$ cat config.mk
export PLATFORM = sky130hd
export DESIGN_NAME = vga_sync_gen_flat
export DESIGN_NICKNAME = d
export VERILOG_FILES = /design/src/rtl/vga_timing_pkg.sv /design/src/rtl/vga_sync_gen_if.sv /design/src/rtl/vga_axis_cnt.sv /design/src/rtl/vga_sync_gen.sv /design/src/flat_wrapper.sv
export SDC_FILE = /design/constraint.sdc
export NUM_CORES = 1
export LEC_CHECK = 0
export ABC_AREA = 0
export CORE_ASPECT_RATIO = 2
export CORE_MARGIN = 5
export CORE_UTILIZATION = 51
export DETAILED_ROUTE_END_ITERATION = 12
export PLACE_DENSITY = 0.76
export SLEW_MARGIN = 5
export SYNTH_ARGS = -nofsm -noshare
export SYNTH_HDL_FRONTEND = slang
export SYNTH_SLANG_ARGS = --single-unit
$ cat constraint.sdc
create_clock -name clk -period 1.9 [get_ports clk]
set_input_delay 0.475 -clock clk [delete_from_list [all_inputs] [get_ports clk]]
set_output_delay 0.475 -clock clk [all_outputs]
set_load 0.03 [all_outputs]
$ cat src/rtl/vga_timing_pkg.sv
// rtl/vga_timing_pkg.sv - 640x480@60 timing constants and coordinate type for the VGA sync generator
package vga_timing_pkg;

  localparam int COORD_W = 11;
  typedef logic [COORD_W-1:0] coord_t;

  localparam int VGA_H_ACTIVE = 640;
  localparam int VGA_H_FP     = 16;
  localparam int VGA_H_SYNC   = 96;
  localparam int VGA_H_BP     = 48;
  localparam int VGA_V_ACTIVE = 480;
  localparam int VGA_V_FP     = 10;
  localparam int VGA_V_SYNC   = 2;
  localparam int VGA_V_BP     = 33;

  localparam int VGA_H_TOTAL      = VGA_H_ACTIVE + VGA_H_FP + VGA_H_SYNC + VGA_H_BP;
  localparam int VGA_V_TOTAL      = VGA_V_ACTIVE + VGA_V_FP + VGA_V_SYNC + VGA_V_BP;
  localparam int VGA_H_SYNC_START = VGA_H_ACTIVE + VGA_H_FP;
  localparam int VGA_H_SYNC_END   = VGA_H_SYNC_START + VGA_H_SYNC;
  localparam int VGA_V_SYNC_START = VGA_V_ACTIVE + VGA_V_FP;
  localparam int VGA_V_SYNC_END   = VGA_V_SYNC_START + VGA_V_SYNC;

endpackage

$ cat src/rtl/vga_sync_gen_if.sv
// rtl/vga_sync_gen_if.sv - raster timing bundle from the sync generator to pixel producers
interface vga_sync_gen_if;
  import vga_timing_pkg::*;

  logic   hsync;
  logic   vsync;
  logic   ready;
  coord_t col_addr_sig;
  coord_t row_addr_sig;
  logic   frame_start;

  modport master (
    output hsync, vsync, ready, col_addr_sig, row_addr_sig, frame_start
  );

  modport slave (
    input hsync, vsync, ready, col_addr_sig, row_addr_sig, frame_start
  );

endinterface

$ cat src/rtl/vga_axis_cnt.sv
// rtl/vga_axis_cnt.sv - wrapping raster axis counter with carry, active and sync-window flags
module vga_axis_cnt
  import vga_timing_pkg::*;
#(
  parameter int TOTAL      = VGA_H_TOTAL,
  parameter int ACTIVE     = VGA_H_ACTIVE,
  parameter int SYNC_START = VGA_H_SYNC_START,
  parameter int SYNC_END   = VGA_H_SYNC_END
) (
  input  logic   clk,
  input  logic   rst,
  input  logic   en,
  output coord_t cnt,
  output logic   carry,
  output logic   in_active,
  output logic   in_sync
);

  logic at_last;

  assign at_last   = (cnt == coord_t'(TOTAL - 1));
  assign carry     = en && at_last;
  assign in_active = (cnt < coord_t'(ACTIVE));
  assign in_sync   = (cnt >= coord_t'(SYNC_START)) && (cnt < coord_t'(SYNC_END));

  always_ff @(posedge clk or posedge rst) begin
    if (rst) begin
      cnt <= '0;
    end else if (en) begin
      cnt <= at_last ? '0 : cnt + 1'b1;
    end
  end

endmodule

$ cat src/rtl/vga_sync_gen.sv
// rtl/vga_sync_gen.sv - VGA raster timing master; VGA_SYNC_CLKDIV_EN derives the pixel tick from a 2x clk
module vga_sync_gen
  import vga_timing_pkg::*;
#(
  parameter int H_ACTIVE = VGA_H_ACTIVE,
  parameter int H_FP     = VGA_H_FP,
  parameter int H_SYNC   = VGA_H_SYNC,
  parameter int H_BP     = VGA_H_BP,
  parameter int V_ACTIVE = VGA_V_ACTIVE,
  parameter int V_FP     = VGA_V_FP,
  parameter int V_SYNC   = VGA_V_SYNC,
  parameter int V_BP     = VGA_V_BP,
  parameter bit SYNC_POL = 1'b0
) (
  input  logic           clk,
  input  logic           rst,
  vga_sync_gen_if.master vif
);

  localparam int H_TOTAL = H_ACTIVE + H_FP + H_SYNC + H_BP;
  localparam int V_TOTAL = V_ACTIVE + V_FP + V_SYNC + V_BP;

  logic   tick;
  coord_t h_cnt, v_cnt;
  logic   h_carry, h_act, h_sync_win;
  logic   v_carry, v_act, v_sync_win;
  logic   start_pend;
  logic   visible;

`ifdef VGA_SYNC_CLKDIV_EN
  logic div_q;

  always_ff @(posedge clk or posedge rst) begin
    if (rst) begin
      div_q <= 1'b0;
    end else begin
      div_q <= ~div_q;
    end
  end

  assign tick = div_q;
`else
  assign tick = 1'b1;
`endif

  vga_axis_cnt #(
    .TOTAL(H_TOTAL), .ACTIVE(H_ACTIVE),
    .SYNC_START(H_ACTIVE + H_FP), .SYNC_END(H_ACTIVE + H_FP + H_SYNC)
  ) u_h_cnt (
    .clk(clk), .rst(rst), .en(tick), .cnt(h_cnt),
    .carry(h_carry), .in_active(h_act), .in_sync(h_sync_win)
  );

  vga_axis_cnt #(
    .TOTAL(V_TOTAL), .ACTIVE(V_ACTIVE),
    .SYNC_START(V_ACTIVE + V_FP), .SYNC_END(V_ACTIVE + V_FP + V_SYNC)
  ) u_v_cnt (
    .clk(clk), .rst(rst), .en(h_carry), .cnt(v_cnt),
    .carry(v_carry), .in_active(v_act), .in_sync(v_sync_win)
  );

  assign visible = h_act && v_act;

  // A frame begins on the first tick after reset or after the vertical wrap;
  // frame_start is cleared on non-tick clocks so it stays one clk wide.
  always_ff @(posedge clk or posedge rst) begin
    if (rst) begin
      vif.hsync        <= ~SYNC_POL;
      vif.vsync        <= ~SYNC_POL;
      vif.ready        <= 1'b0;
      vif.col_addr_sig <= '0;
      vif.row_addr_sig <= '0;
      vif.frame_start  <= 1'b0;
      start_pend       <= 1'b1;
    end else if (tick) begin
      vif.hsync        <= h_sync_win ? SYNC_POL : ~SYNC_POL;
      vif.vsync        <= v_sync_win ? SYNC_POL : ~SYNC_POL;
      vif.ready        <= visible;
      vif.col_addr_sig <= visible ? h_cnt : '0;
      vif.row_addr_sig <= visible ? v_cnt : '0;
      vif.frame_start  <= start_pend;
      start_pend       <= v_carry;
    end else begin
      vif.frame_start  <= 1'b0;
    end
  end

endmodule

$ cat src/flat_wrapper.sv
// flat-port wrapper written by rule: the top's interface ports become plain ports
module vga_sync_gen_flat import vga_timing_pkg::*;
#(
  parameter int H_ACTIVE = VGA_H_ACTIVE,
  parameter int H_FP     = VGA_H_FP,
  parameter int H_SYNC   = VGA_H_SYNC,
  parameter int H_BP     = VGA_H_BP,
  parameter int V_ACTIVE = VGA_V_ACTIVE,
  parameter int V_FP     = VGA_V_FP,
  parameter int V_SYNC   = VGA_V_SYNC,
  parameter int V_BP     = VGA_V_BP,
  parameter bit SYNC_POL = 1'b0
)
  (clk, rst, vif_hsync, vif_vsync, vif_ready, vif_col_addr_sig, vif_row_addr_sig, vif_frame_start);
  vga_sync_gen_if vif_i ();
  input  logic clk;
  input  logic rst;
  output wire logic [$bits(vif_i.hsync)-1:0] vif_hsync;
  output wire logic [$bits(vif_i.vsync)-1:0] vif_vsync;
  output wire logic [$bits(vif_i.ready)-1:0] vif_ready;
  output wire logic [$bits(vif_i.col_addr_sig)-1:0] vif_col_addr_sig;
  output wire logic [$bits(vif_i.row_addr_sig)-1:0] vif_row_addr_sig;
  output wire logic [$bits(vif_i.frame_start)-1:0] vif_frame_start;
  assign vif_hsync = vif_i.hsync;
  assign vif_vsync = vif_i.vsync;
  assign vif_ready = vif_i.ready;
  assign vif_col_addr_sig = vif_i.col_addr_sig;
  assign vif_row_addr_sig = vif_i.row_addr_sig;
  assign vif_frame_start = vif_i.frame_start;
  vga_sync_gen #(.H_ACTIVE(H_ACTIVE), .H_FP(H_FP), .H_SYNC(H_SYNC), .H_BP(H_BP), .V_ACTIVE(V_ACTIVE), .V_FP(V_FP), .V_SYNC(V_SYNC), .V_BP(V_BP), .SYNC_POL(SYNC_POL)) u_core (.clk(clk), .rst(rst), .vif(vif_i));
endmodule
[After elaboration in Yosys (flattened, before gate mapping)]
Index checks and enable logic that the tools add are counted.
Storage, ports and cells
  flip-flop bits (word level): 49
  bits in read-only memories: 0
  latch bits: 0
  memories kept: 0
  bits of input ports: 2
  memory bits (writable): 0
Cells by class
  multipliers: 0
  multiplexer cells: 6
  eq/ne operators: 2
  $add $sub $neg: 2
  bitwise logic cells: 0
  order comparisons: 6
  reductions and logical operators: 4
  shift-type cells: 0
  div/mod/pow operators: 0
Operator list (number)
  11-bit 2-to-1 mux: 4
  11-bit by 1-bit adder with 11-bit output, second input constant: 2
  11-bit by 10-bit equality test with 1-bit output, second input constant: 2
  11-bit by 10-bit less-than comparator with 1-bit output, second input constant: 2
  11-bit by 9-bit less-than comparator with 1-bit output, second input constant: 2
  11-bit by 10-bit >= comparator with 1-bit output, second input constant: 1
  11-bit by 9-bit >= comparator with 1-bit output, second input constant: 1
  1-bit logical AND: 4
  1-bit 2-to-1 mux: 2

[Logic depth before layout (Yosys ltp)]
  depth after elaboration: 3
  gate-level depth with buffers: 6
  mapped depth without buffers: 6

[Hierarchy]
Synthesis repeated with hierarchy kept, for this count alone.
Second synthesis, totals
  cell total of the unflattened synthesis: 182
  area total of the unflattened synthesis: 2138.3 µm²
Modules (own cells, without submodules)
  vga_sync_gen: cells an instance 58, area an instance 875.8 µm², times used 1
  vga_axis_cnt at u_core.u_v_cnt: cells an instance 66, area an instance 650.6 µm², times used 1
  vga_axis_cnt at u_core.u_h_cnt: cells an instance 58, area an instance 611.8 µm², times used 1

[Worst setup path before layout]
No wires, ideal clock.
  path kind: reg-to-reg
  start: reg u_core.u_h_cnt.cnt[0]
  end: reg u_core.u_v_cnt.cnt[4]
  path buffers: 0
  stages on the path, launching flop included: 6
  path slack: 0.336 ns
  setup time: 0.125 ns
  period minus slack after synthesis: 1.564 ns
  arrival: 1.439 ns
  required time: 1.775 ns
  path through: dfrtp_1 -> ha_1 -> and4_4 -> and4b_4 -> nand3_2 -> mux2_4
Between the ends
  longest elaborated chain between the ends: 1
RTL lines
  start, declared: RTL line vga_axis_cnt.sv:13  | output coord_t cnt,
  start signal, assigned: RTL line vga_axis_cnt.sv:30  | cnt <= at_last ? '0 : cnt + 1'b1;
  11-bit by 10-bit equality test with 1-bit output: RTL line vga_axis_cnt.sv:21  | assign at_last = (cnt == coord_t'(TOTAL - 1));
  end signal, assigned: RTL line vga_axis_cnt.sv:30
  end, declared: RTL line vga_axis_cnt.sv:13
No other way between the ends.
A chain may end at the register's enable or synchronous reset.

[Worst setup path in the final report]
  start: reg u_core.vif.col_addr_sig[10]
  end: out vif_col_addr_sig[10]
RTL lines
  start, declared: RTL line vga_sync_gen_if.sv:13  | output hsync, vsync, ready, col_addr_sig, row_addr_sig, frame_start
  start signal, assigned: RTL line vga_sync_gen.sv:79  | vif.col_addr_sig <= visible ? h_cnt : '0;
  end, declared: RTL line flat_wrapper.sv:21  | output wire logic [$bits(vif_i.col_addr_sig)-1:0] vif_col_addr_sig;
No word-level cell between the ends.

==> impl_results.md <==
* Outcome: completed
* Final #Nets at 208
* Synth Instances at 170
* Family with the most delay on the worst path: buffers and inverters
* Slowest Stage Delay on Critical Path at ~0.7 ns
* Final Slew Violations at 0
* Root Driver: clkbuf_8
* Worst-path fanout max at 1
* First-pass DRT Iterations at 4
* CTS Sinks at 49
* GP Congestion at between 0.9 and 1
* Gr usage total at 16.6%
* Sequential-to-total area share from yosys stat at 59.4%
* DP Worst Slack at 0.182 ns
* CTS tree: yes
* Worst setup SP type: flop
* Worst Setup End Kind: output port
* Post-Route WL at 3880 µm
* DRT iter0 DRCs at 31
* Post-synthesis average cell area at 12.2 µm²
* Area of the multi-input gates at 768 µm²
* Area growth, synth to finish at 19.8%
* First-pass GRT wire length at 6640 µm
* Cell area after synthesis at between 0.002 and 0.0025 mm²
* Clock transition at path regs at ~0.090 ns
* Largest net degree at the start of global routing at 50
* Total CTS buffers at 5
* Die Span X at 55.1 µm
* IO Port Bufs at 27
* Setup violators final at 0
* Netlist cell types at 42
* R2R setup slack at 0.16 ns
* WP data required at 1.42 ns
* Cell Pwr Density at 687 mW/mm²
* Fillcell total at 349
* Lkg Pwr at 1.12 nW
* Vias per cell at between 5 and 6
* Crit-path slowest cell: clkdlybuf4s50_1
* Share of the synthesized area in the top cell type at 55.6%
* Final Cycle Share at 94.5%
* Least-Margin Pin Slew at 0.516 ns
* Peak Freq at 557 MHz
* Number of global-route vias before repair at 1475
* Clock skew at 0.00614 ns
* Post-Route Setup TNS at 0 ns
* Arrival time at the worst endpoint at 1.32 ns
* Flop and latch count out of synthesis at around 50
* Final worst setup slack at 0.105 ns
* VDD IR-drop max at 632 µV
* Routed Antenna Nets at 0
* Row cnt at 32
* Crit path launch: u_core.vif.col_addr_sig[10]$_DFF_PP0_
* Initial antenna violation count at 0
* # DRC at 0
* Vias after detailed routing at 1380
* Worst Setup Path Type: flop to output port
* Crit path buf inv count at 1
* DR WL/cell at 15.2 µm
* Io pins at 28
* Fin area at 0.00248 mm²
* Min-delay src: u_core.start_pend$_DFF_PP1_
* Starting density of the core at a little over half
* Total Die Area at 0.00551 mm²
* Min cycle time layout at 1.79 ns
* Ranking of synthesized cells by area: dfrtp_1 56%, and2_1 6.0%, dfstp_2 3.8%
* Hold WS at 0.401 ns
* HP Class: flop to flop
* Ant diodes at 0
* RSZ-0062 raised after global routing: false
* Core area at 0.00388 mm²
* Maxcap violations at 0
* Critical-path cell list: clkdlybuf4s50_1
* Rel. slew slack at 65.6%
* Die height at between 100 and 150 µm
* Core Util, Final at 63.9%
* Synth area leader: dfrtp_1
* Total gr overflow at 0
* Final hold vios at 0
* Area after DPL at 0.00239 mm²
* Post-DP HPWL at 2840 µm
* Clock buffer depth at 2
* Reg2reg start: u_core.u_v_cnt.cnt[1]$_DFFE_PP0N_
* Worst skew pair latency at 0.30 ns
* Ys Warns at 0
* Register Area at 0.00123 mm²
* H-Tree Depth at 2
* Layout cell share with drive strength beyond 1 at 11.8%
==> final timing paths <==
check,endpoint,cells past startpoint
setup reg to reg,u_core.u_v_cnt.cnt[9]$_DFFE_PP0N_,6
max in group asynchronous,u_core.vif.hsync$_DFF_PP1_,3
hold reg to reg,u_core.vif.frame_start$_DFF_PP0_,0
min in group asynchronous,u_core.vif.row_addr_sig[9]$_DFF_PP0_,3
setup / recovery,vif_col_addr_sig[10],1
hold / removal,u_core.vif.frame_start$_DFF_PP0_,0
==> flip-flops by register name, summed over array words and instances, names as in the netlist <==
signal / flops
u_core.vif.frame_start: 1
u_core.u_v_cnt.cnt: 11
u_core.vif.row_addr_sig: 11
u_core.u_h_cnt.cnt: 11
u_core.vif.vsync: 1
u_core.vif.col_addr_sig: 11
u_core.start_pend: 1
u_core.vif.hsync: 1
u_core.vif.ready: 1
==> placed cells by master, fill, tap and decap left out, types with 2 or more instances in the layout <==
cell | synthesis | final
nand4_1 | 3 | 3
and2_1 | 20 | 20
conb_1 | 1 | 3
nor3_4 | 2 | 2
dlygate4sd2_1 | 0 | 2
dfrtp_1 | 46 | 46
clkdlybuf4s50_1 | 0 | 25
and2_2 | 2 | 2
nand3_1 | 13 | 13
nand2_1 | 10 | 10
o21ai_0 | 5 | 5
mux2i_1 | 3 | 3
xor2_1 | 6 | 6
clkbuf_8 | 2 | 6
nor4b_1 | 2 | 2
dfstp_2 | 3 | 3
xnor2_1 | 3 | 3
and3_1 | 3 | 3
nor2_1 | 8 | 8
a21oi_1 | 5 | 5
inv_1 | 4 | 3
buf_4 | 1 | 3
ha_1 | 3 | 3
nor3_1 | 3 | 3
==> Yosys cell counts (all sizes together) <==
library cell and number:
a21o 1, a21oi 5, a2bb2oi 1, and2 23, and3 3, and4 2
and4b 1, buf 3, clkbuf 4, conb 1, dfrtp 46, dfstp 3
ha 3, inv 4, mux2 1, mux2i 3, nand2 10, nand3 14
nand4 3, nand4b 1, nor2 8, nor3 5, nor3b 1, nor4b 3
nor4bb 1, o21ai 5, o22ai 1, o2bb2ai 1, o311ai 1, or3 1
or4 1, or4b 1, xnor2 3, xor2 6
==> stage by stage <==
step           instances  total power (W)
6_report             255          0.00170
5_1_grt              255          0.00177
4_1_cts              255          0.00173
3_5_place_dp         247          0.00111
3_3_place_gp         247          0.00111
2_1_floorplan        172          0.00109
==> per-layer routing <==
metal	vias to the layer above	part of all wire, %	track usage (%)
met5	-	0	0
met4	0	3.9	9.55
met3	13	3.2	2.67
met2	38	58	29.7
met1	690	35	16.7
li1	639	-	-
==> cell families after synthesis <==
kind of cell               share of synthesized area, %
and+or+nand+nor                                    24.4
DFF                                                59.4
AOI/OAI and AO/OA                                  4.35
buffers and inverters                              3.87
xor gates and xnor gates                           3.81
muxes                                              2.18
adders and majority gates                          1.81
other                                             0.181
==> power breakdown <==
part / internal, W / switching [W]
clock network: 0.000296 / 0.000323
logic: 0.0000117 / 0.0000284
registers: 0.00105 / 0.00000112
total: 0.00135 / 0.000352
==> cell type report <==
type / count / area share, %
multi-input combinational: 112 / 31.0
inverter: 4 / 0.605
clock buffer: 7 / 3.48
sequential: 49 / 49.6
clock inverter: 1 / 0.303
timing repair buffer: 31 / 12.5
tap: 51 / 2.57
==> what timing repair did <==
item,4_1_cts,5_1_grt
setup buffers,0,0
gates resized for setup,2,0
hold buffers,0,0
setup endpoints to repair,2,0
No activity file was read; power rests on OpenSTA's default activity.
